## config.mk

```make
export PLATFORM = sky130hd
export DESIGN_NAME = pit_multi_chan
export DESIGN_NICKNAME = d
export VERILOG_FILES = /design/src/rtl/pit_multi_chan.sv
export SDC_FILE = /design/constraint.sdc
export NUM_CORES = 1
export LEC_CHECK = 0
export BUFFER_PORTS_ARGS = -buffer_cell sky130_fd_sc_hd__buf_2
export CAP_MARGIN = 20
export CELL_PAD_IN_SITES_DETAIL_PLACEMENT = 1
export CELL_PAD_IN_SITES_GLOBAL_PLACEMENT = 1
export CORE_MARGIN = 2
export CORE_UTILIZATION = 45
export DETAILED_ROUTE_END_ITERATION = 8
export GPL_TIMING_DRIVEN = 0
export PLACE_DENSITY = 0.85
export SLEW_MARGIN = 20
export SYNTH_ARGS = -nofsm -noshare
export SYNTH_HDL_FRONTEND = slang
export SYNTH_SLANG_ARGS = --single-unit
```

## constraint.sdc

```tcl
create_clock -name wb_clk_i -period 7.7 [get_ports wb_clk_i]
set_clock_uncertainty 0.05 [all_clocks]
set_input_delay 0.385 -clock wb_clk_i [delete_from_list [all_inputs] [get_ports wb_clk_i]]
set_output_delay 0.385 -clock wb_clk_i [all_outputs]
set_load 0.01 [all_outputs]
```

## src/rtl/pit_multi_chan.sv

```systemverilog
// pit_multi_chan: NCH-channel programmable interval timer behind a WISHBONE slave port
module pit_multi_chan #(
  parameter int NCH    = 4,
  parameter int CWIDTH = 16,
  parameter int AWIDTH = 5
) (
  input  logic              wb_clk_i,
  input  logic              wb_rst_ni,
  input  logic [AWIDTH-1:0] wb_adr_i,
  input  logic [15:0]       wb_dat_i,
  output logic [15:0]       wb_dat_o,
  input  logic              wb_we_i,
  input  logic              wb_stb_i,
  input  logic              wb_cyc_i,
  input  logic [1:0]        wb_sel_i,
  output logic              wb_ack_o,
  input  logic              ext_sync_i,
  output logic [NCH-1:0]    pit_o,
  output logic [NCH-1:0]    cnt_flag_o,
  output logic              pit_irq_o
);
  localparam int CHW = AWIDTH - 2;
  logic [NCH-1:0] ena, irqen, flag, oneshot, cascade, tick, roll, pterm, sel_ch;
  logic [3:0] ps [NCH];
  logic [14:0] pre [NCH];
  logic [CWIDTH-1:0] modv [NCH], cnt [NCH];
  logic [15:0] mnew [NCH];
  logic [15:0] rdata, m16;
  logic [CHW-1:0] ch;
  logic [1:0] rs;
  logic acc, wr, hit, carry, t;
  assign cnt_flag_o = flag;
  assign pit_irq_o = |(flag & irqen);
  // carry walks up the channels so a cascaded channel sees the rollover of the one below in the same clock
  always_comb begin
    ch = wb_adr_i[AWIDTH-1:2];
    rs = wb_adr_i[1:0];
    hit = int'(ch) < NCH;
    acc = wb_cyc_i & wb_stb_i & ~wb_ack_o;
    wr = acc & wb_we_i & hit;
    {sel_ch, pterm, roll, tick, pit_o} = '0;
    rdata = '0;
    m16 = '0;
    t = 1'b0;
    carry = ext_sync_i;
    for (int i = 0; i < NCH; i++) begin
      sel_ch[i] = wr && int'(ch) == i;
      pterm[i] = pre[i] == ~(15'h7fff << ps[i]);
      roll[i] = (modv[i] != '0) ? cnt[i] >= modv[i] : &cnt[i];
      t = ena[i] & (cascade[i] ? carry : pterm[i]);
      tick[i] = t;
      carry = wb_rst_ni & t & roll[i];
      pit_o[i] = carry;
      m16 = 16'(modv[i]);
      mnew[i] = {wb_sel_i[1] ? wb_dat_i[15:8] : m16[15:8], wb_sel_i[0] ? wb_dat_i[7:0] : m16[7:0]};
      if (hit && int'(ch) == i)
        rdata = rs == 2'd0 ? {4'b0, ps[i], 3'b0, cascade[i], oneshot[i], flag[i], irqen[i], ena[i]}
              : rs == 2'd1 ? m16 : rs == 2'd2 ? 16'(cnt[i]) : 16'(flag);
    end
  end
  always_ff @(posedge wb_clk_i) begin
    if (!wb_rst_ni) begin
      wb_ack_o <= 1'b0;
      wb_dat_o <= '0;
      {ena, irqen, flag, oneshot, cascade} <= '0;
      for (int i = 0; i < NCH; i++) begin
        ps[i] <= '0;
        pre[i] <= '0;
        modv[i] <= '0;
        cnt[i] <= CWIDTH'(1);
      end
    end else begin
      wb_ack_o <= acc;
      wb_dat_o <= (acc && !wb_we_i) ? rdata : 16'h0;
      for (int i = 0; i < NCH; i++) begin
        if (sel_ch[i] && rs == 2'd0 && wb_sel_i[0]) begin
          irqen[i] <= wb_dat_i[1];
          oneshot[i] <= wb_dat_i[3];
          cascade[i] <= wb_dat_i[4];
        end
        if (sel_ch[i] && rs == 2'd0 && wb_sel_i[1]) ps[i] <= wb_dat_i[11:8];
        if (sel_ch[i] && rs == 2'd1) modv[i] <= mnew[i][CWIDTH-1:0];
        ena[i] <= (pit_o[i] & oneshot[i]) ? 1'b0 : (sel_ch[i] && rs == 2'd0 && wb_sel_i[0]) ? wb_dat_i[0] : ena[i];
        flag[i] <= pit_o[i] | (flag[i] & ~(wr & wb_sel_i[0] & ((sel_ch[i] & rs == 2'd0 & wb_dat_i[2]) | (rs == 2'd3 & wb_dat_i[i]))));
        pre[i] <= (ena[i] && !cascade[i] && !pterm[i]) ? pre[i] + 15'd1 : '0;
        cnt[i] <= !ena[i] ? CWIDTH'(1) : !tick[i] ? cnt[i] : roll[i] ? CWIDTH'(1) : cnt[i] + CWIDTH'(1);
      end
    end
  end
endmodule

```

==> results of run 1 <==
==> report_power, final <==
group	switching [µW]	internal, µW	leakage, µW	total [µW]
sequential	18.9	1330	0.00211	1350
combinational	135	55.8	0.00342	190
clock	550	752	0.000428	1300
==> sequential cells by signal, indices dropped and copies added, names as in the netlist <==
| register | count |
|---|---|
| modv | 64 |
| cascade | 4 |
| cnt | 64 |
| ps | 16 |
| wb_ack_o | 1 |
| wb_dat_o | 16 |
| ena | 4 |
| cnt_flag_o | 4 |
| oneshot | 4 |
| pre | 60 |
| irqen | 4 |
==> cells in the mapped netlist, drive strengths merged, types with 43 or more instances <==
master | number | area share
nand4 | 43 | 0.019
ha | 72 | 0.062
mux2i | 43 | 0.030
xor2 | 49 | 0.030
and2 | 89 | 0.038
nand2 | 150 | 0.039
nand3 | 79 | 0.027
nor2 | 168 | 0.044
xnor2 | 47 | 0.028
o21ai | 99 | 0.034
inv | 98 | 0.025
a21oi | 134 | 0.047
edfxtp | 80 | 0.17
clkbuf | 72 | 0.019
dfxtp | 161 | 0.22
==> per-layer routing <==
metal	vias to the layer above	track usage
li1	6297	-
met5	-	0
met4	2	0.155
met3	183	0.0481
met1	6822	0.371
met2	540	0.529
==> kinds of logic after synthesis <==
group                    count (synthesis)
AND/OR/NAND/NOR                        691
AO/OA/AOI/OAI                          376
flip-flops                             241
buffers and inverters                  184
XOR/XNOR                                96
adder cells (fa/ha/maj)                 73
multiplexers                            51
==> worst reg2reg max path, stage by stage (launching register included) <==
cell and delay (ps):
edfxtp_1 360, clkbuf_1 380, buf_1 510, a41oi_1 260
or3_4 410, o41ai_4 390, a21o_1 390, a21oi_2 220
o311ai_2 590, buf_2 340, nor2_1 80
==> area by class of cell <==
type                    count  area (µm²)  area share
clock buffers              43         808      0.0501
well taps                 402         503      0.0312
flip-flops and latches    241        5630       0.349
inverters                  99         372      0.0230
plain buffers              85         334      0.0207
diodes                      1        2.50    0.000155
repair buffers             51         255      0.0158
multi-input cells        1287        8160       0.506
clock inverters            10        72.6     0.00450
==> how the worst min path moves through the flow <==
| stage | depth (start not counted) | slack (ps) | endpoint |
|---|---|---|---|
| final | 3 | 170 | wb_ack_o |
| after detailed placement | 2 | 420 | oneshot[1] |
| after floorplan | 1 | 380 | cnt[1][0] |
| after CTS | 3 | 140 | wb_ack_o |
| after global routing | 3 | 180 | wb_ack_o |
| after global placement | 2 | 420 | oneshot[1] |
==> metrics by stage <==
stage	setup WS [ps]	hold WS, ps	cell area [µm²]	utilization
final	2710	173	16100	0.510
after global routing	2580	176	16100	0.510
after CTS	2740	142	16100	0.510
after detailed placement	3350	422	15200	0.482
after global placement	3330	416	15200	0.482
after floorplan	4270	379	14500	-
==> impl_metrics.py, run 1 <==
metrics = {
    "detailed_routing": {
        "drt_first_iter_violations": 1018,
        "detail_route.wirelength.met1_mm": 20.7,
        "topRoutingLayerUsed": "met5",
        "post_drt_wl_per_cell_um": 23.4,
        "drt-total-wl_mm": 51.8,
        "drcViolationCount": 0,
        "detailroute.via_count": 13800,
        "wl_met2_mm": 24.9,
        "post_drt_via_cell_ratio": 6.24,
        "ant_nets": 0,
        "first_pass_iters": 5,
        "detailroute.wirelength.met3_mm": 3.46,
    },
    "setup_path": {
        "start_kind": "flop",
        "slowest_library_cell_on_the_worst_path": "or4_1",
        "worst_setup_path_startpoint": "ps[0][3]",
        "critical_path.reg2reg.startpoint": "ps[0][3]",
        "critPathBufInv": 4,
        "worst_path_dominant_cell_family": "simple AND/OR/NAND/NOR gates",
        "cp_data_required_time_ps": 7260,
        "max_stage_delay_ps": 710,
        "endpoint_kind": "output port",
        "crit_cells": 11,
        "worstSetupPathType": "reg2out",
        "worst-r2r-setup-slack_ps": 3610,
        "reg2regPathDepth": 10,
        "regToRegEndpoint": "cnt[3][1]",
        "crit_chain": "clkbuf_1, buf_1, a41oi_1, or3_4, o41ai_4, a21o_1, a21oi_2, or4_1, nor2_1, buf_4, buf_2",
        "highest_net_fanout_along_the_worst_path": 10,
        "timing.critical_path.arrival_ps": 4560,
        "critical_path.endpoint": "pit_o[3]",
    },
    "timing": {
        "slew_headroom": 0.117,
        "period_share": 0.649,
        "totalNegativeSetupSlack_ps": 0,
        "hold_viol_final": 0,
        "setup_viol": 0,
        "grt_setup_unrepaired": "false",
        "finalMaxSlewViolations": 0,
        "maxClockFrequency_mhz": 200,
        "period_needed_ps": 4990,
        "tightestPinTransition_ps": 1310,
    },
    "yosys": {
        "post_synth_instance_area_um2": 14500,
        "post_synthesis_compound_gate_area_fraction": 0.162,
        "synth_sequential_area_ratio": 0.388,
        "number_of_flip_flops_and_latches_in_the_synthesized_netlist": 241,
        "synthXorXnorAreaFrac": 0.0580,
        "synth-adder-area-share": 0.0629,
        "synth_mux_area_frac": 0.0414,
        "number_of_enable_flip_flop_cells_after_synthesis": 80,
        "synth_top_family_by_area": "simple AND/OR/NAND/NOR gates",
        "synth_simple_gate_area_share": 0.239,
        "synthFlopType": "dfxtp_1",
        "synth_nets": 1813,
        "synthesis.area_per_instance_um2": 8.46,
        "syn_inst_count": 1712,
        "yosys_warnings": 0,
        "ys_async_sr_fraction": 0,
        "yosys.cell_types.count": 71,
    },
    "hold_path": {
        "hold_path.class": "in2reg",
        "hold_start": "wb_stb_i",
    },
    "grt": {
        "global_route.overflow_total": 0,
        "grt_start_max_net_pins": 14,
        "antenna_found_initial": 2,
        "grt_usage": 0.307,
        "number_of_global_route_vias_before_repair": 14300,
        "wire_length_of_the_first_global_routing_pass_mm": 80.2,
    },
    "clock_network": {
        "clock_tree_from_tritoncts": "built",
        "ctsLongestPathBuffers": 3,
        "worst_skew_pair.late_latency_ps": 550,
        "cts.repair.resized": 0,
        "clkSlewWorstSetupHoldPaths_ps": 60,
        "clkSinkCount": 241,
        "inserted_clock_buffers": 29,
        "cts_setup_buffers": 0,
        "holdBufCountCts": 0,
        "cts-htree-levels": 1,
        "cts_root_buffer": "clkbuf_16",
    },
    "finish": {
        "drive_gt1_frac": 0.0628,
        "n_fill_cell": 3803,
        "finish.net_count": 1895,
        "flow.area_growth_from_synthesis_pct": 11.3,
        "commonest_cells_after_routing_fill_and_taps_aside": "168 x nor2_1, 161 x dfxtp_1, 150 x nand2_1",
        "layoutNonFillerInstCount": 2219,
        "layout.cells.most_common": "nor2_1",
    },
    "outcome": {
        "status": "finished clean",
    },
    "job": {
        "drv_cap": 0,
    },
    "power_and_ir_drop": {
        "power.static_leakage_uw": 0.00595,
        "design_power_total_uw": 2840,
        "power_density_nw_per_um2": 176,
        "peakVddDrop_v": 0.000154,
    },
    "placed_design": {
        "placed_cells_incl_taps": 2165,
        "hpwlAfterDp_mm": 38.9,
        "globalplace.congestion": 0.992,
        "io_buffer_count": 51,
    },
    "die": {
        "dieArea_um2": 33600,
        "initial_core_util": 0.458,
        "top_level_ports": 55,
        "die_width_um": 183,
        "die-height_um": 183,
        "placeableCoreArea_um2": 31600,
        "fp_rows": 65,
    },
}
(Power assumes the default switching activity.)
==> run 2, diff against run 1 <==
- clock period: 7.7 -> 4.9 ns (I/O delays scaled with it)
==> impl_metrics.py, run 2 (synthesis results as in run 1) <==
metrics = {
    "finish": {
        "flow.area_growth_from_synthesis_pct": 11.4,
        "drive_gt1_frac": 0.0639,
        "commonest_cells_after_routing_fill_and_taps_aside": "168 x nor2_1, 161 x dfxtp_1, 150 x nand2_1",
        "post-route-cell-area_um2": 16100,
        "biggestRegsByFlops": "cnt (64), modv (64), pre (60)",
        "layout.cells.most_common": "nor2_1",
        "n_fill_cell": 3801,
        "finish.net_count": 1895,
    },
    "timing": {
        "period_share": 0.965,
        "worst_slack_ps": 173,
        "worst_hold_slack_ps": 28.7,
        "grt_setup_unrepaired": "false",
        "maxClockFrequency_mhz": 212,
        "setup_viol": 0,
        "slew_headroom": 0.129,
        "hold_viol_final": 0,
        "period_needed_ps": 4730,
        "totalNegativeSetupSlack_ps": 0,
        "tightestPinTransition_ps": 1300,
        "finalMaxSlewViolations": 0,
    },
    "grt": {
        "grt_start_max_net_pins": 14,
        "antenna_found_initial": 2,
        "global_route.overflow_total": 0,
        "number_of_global_route_vias_before_repair": 14300,
        "grt_usage": 0.307,
        "wire_length_of_the_first_global_routing_pass_mm": 80.2,
    },
    "clock_network": {
        "cts-htree-levels": 1,
        "holdBufCountCts": 0,
        "clkSinkCount": 241,
        "ctsLongestPathBuffers": 3,
        "worst_skew_pair.late_latency_ps": 560,
        "clock_tree_from_tritoncts": "built",
        "clkSlewWorstSetupHoldPaths_ps": 60,
        "cts_setup_buffers": 0,
        "cts.repair.resized": 0,
        "inserted_clock_buffers": 29,
        "cts_root_buffer": "clkbuf_16",
    },
    "power_and_ir_drop": {
        "peakVddDrop_v": 0.000243,
        "power.static_leakage_uw": 0.00595,
        "power_density_nw_per_um2": 277,
        "design_power_total_uw": 4470,
    },
    "die": {
        "die-height_um": 183,
        "fp_rows": 65,
        "placeableCoreArea_um2": 31600,
        "initial_core_util": 0.458,
        "die_width_um": 183,
        "top_level_ports": 55,
        "dieArea_um2": 33600,
    },
    "detailed_routing": {
        "drt_first_iter_violations": 1035,
        "drt-total-wl_mm": 51.7,
        "detailroute.via_count": 13800,
        "ant_nets": 0,
        "drcViolationCount": 0,
        "first_pass_iters": 6,
        "post_drt_wl_per_cell_um": 23.3,
        "post_drt_via_cell_ratio": 6.22,
    },
    "placed_design": {
        "globalplace.congestion": 0.992,
        "io_buffer_count": 51,
        "detailed_place.area_um2": 15200,
        "place_ws_ps": 689,
        "hpwlAfterDp_mm": 38.9,
    },
    "setup_path": {
        "worst-r2r-setup-slack_ps": 940,
        "cp_data_required_time_ps": 4610,
        "highest_net_fanout_along_the_worst_path": 10,
        "start_kind": "flop",
        "reg2regPathDepth": 12,
        "regToRegEndpoint": "cnt[3][1]",
        "critical_path.reg2reg.startpoint": "ps[1][2]",
        "worstSetupPathType": "reg2out",
        "endpoint_kind": "output port",
        "timing.critical_path.arrival_ps": 4430,
    },
    "hold_path": {
        "hold_start": "wb_stb_i",
        "hold_path.class": "in2reg",
        "timing.hold.worst_endpoint": "wb_ack_o",
        "hold_path_depth": 3,
    },
    "job": {
        "drv_cap": 0,
    },
    "outcome": {
        "status": "finished clean",
    },
}
==> run 2: cell types whose count changed in the layout (fill, tap and decap cells not counted) <==
cell      before  now
diode_2        1    2
nor4_1        26   25
nor4_2         0    1
clkbuf_2       0    1
buf_1          8    7
==> run 2: how the worst max path moves through the flow <==
stage / start / end
3_3_place_gp: ps[1][3] / pit_o[3]
5_1_grt: ps[0][1] / pit_o[3]
3_5_place_dp: ps[1][3] / pit_o[3]
2_1_floorplan: ps[0][2] / pit_o[3]
4_1_cts: ps[1][3] / pit_o[3]
6_report: ps[1][2] / pit_o[3]
==> run 2: area by class of cell <==
cell class                      instances  area, µm²  area share
Inverter                               99        372      0.0230
Antenna cell                            2       5.00    0.000310
Buffer                                 85        335      0.0208
Tap cell                              402        503      0.0312
Multi-Input combinational cell       1287       8160       0.506
Clock inverter                         10       72.6     0.00450
Timing Repair Buffer                   51        255      0.0158
Clock buffer                           43        808      0.0501
Sequential cell                       241       5630       0.349
==> run 2: routing by layer <==
| layer | track usage | vias up | routed length (µm) |
|---|---|---|---|
| li1 | - | 6301 | - |
| met1 | 0.371 | 6800 | 20500 |
| met2 | 0.529 | 522 | 24900 |
| met3 | 0.0481 | 180 | 3560 |
| met4 | 0.155 | 2 | 2770 |
| met5 | 0 | - | 7 |
==> run 2: where the power goes <==
part           internal (µW)  total, µW  switching [µW]
Sequential              2090       2120            29.8
Combinational           87.8        299             211
Clock                   1180       2050             865
==> run 2: worst max-delay path, cell delays in order, from the launching register on <==
cell and delay [ps]:
edfxtp_1 400, clkbuf_1 280, buf_2 280, nand2_1 120, xnor2_1 160, o31ai_1 240
o2111ai_1 250, nor4_2 500, a21o_1 350, a21oi_2 210, or4_1 720, nor2_1 150
buf_4 110, buf_2 120
==> run 2: metrics by stage <==
step,std cells,utilization
CTS,2218,0.510
detailed placement,2165,0.482
global placement,2165,0.482
global route,2218,0.510
finish,2220,0.510
floorplan,1712,-
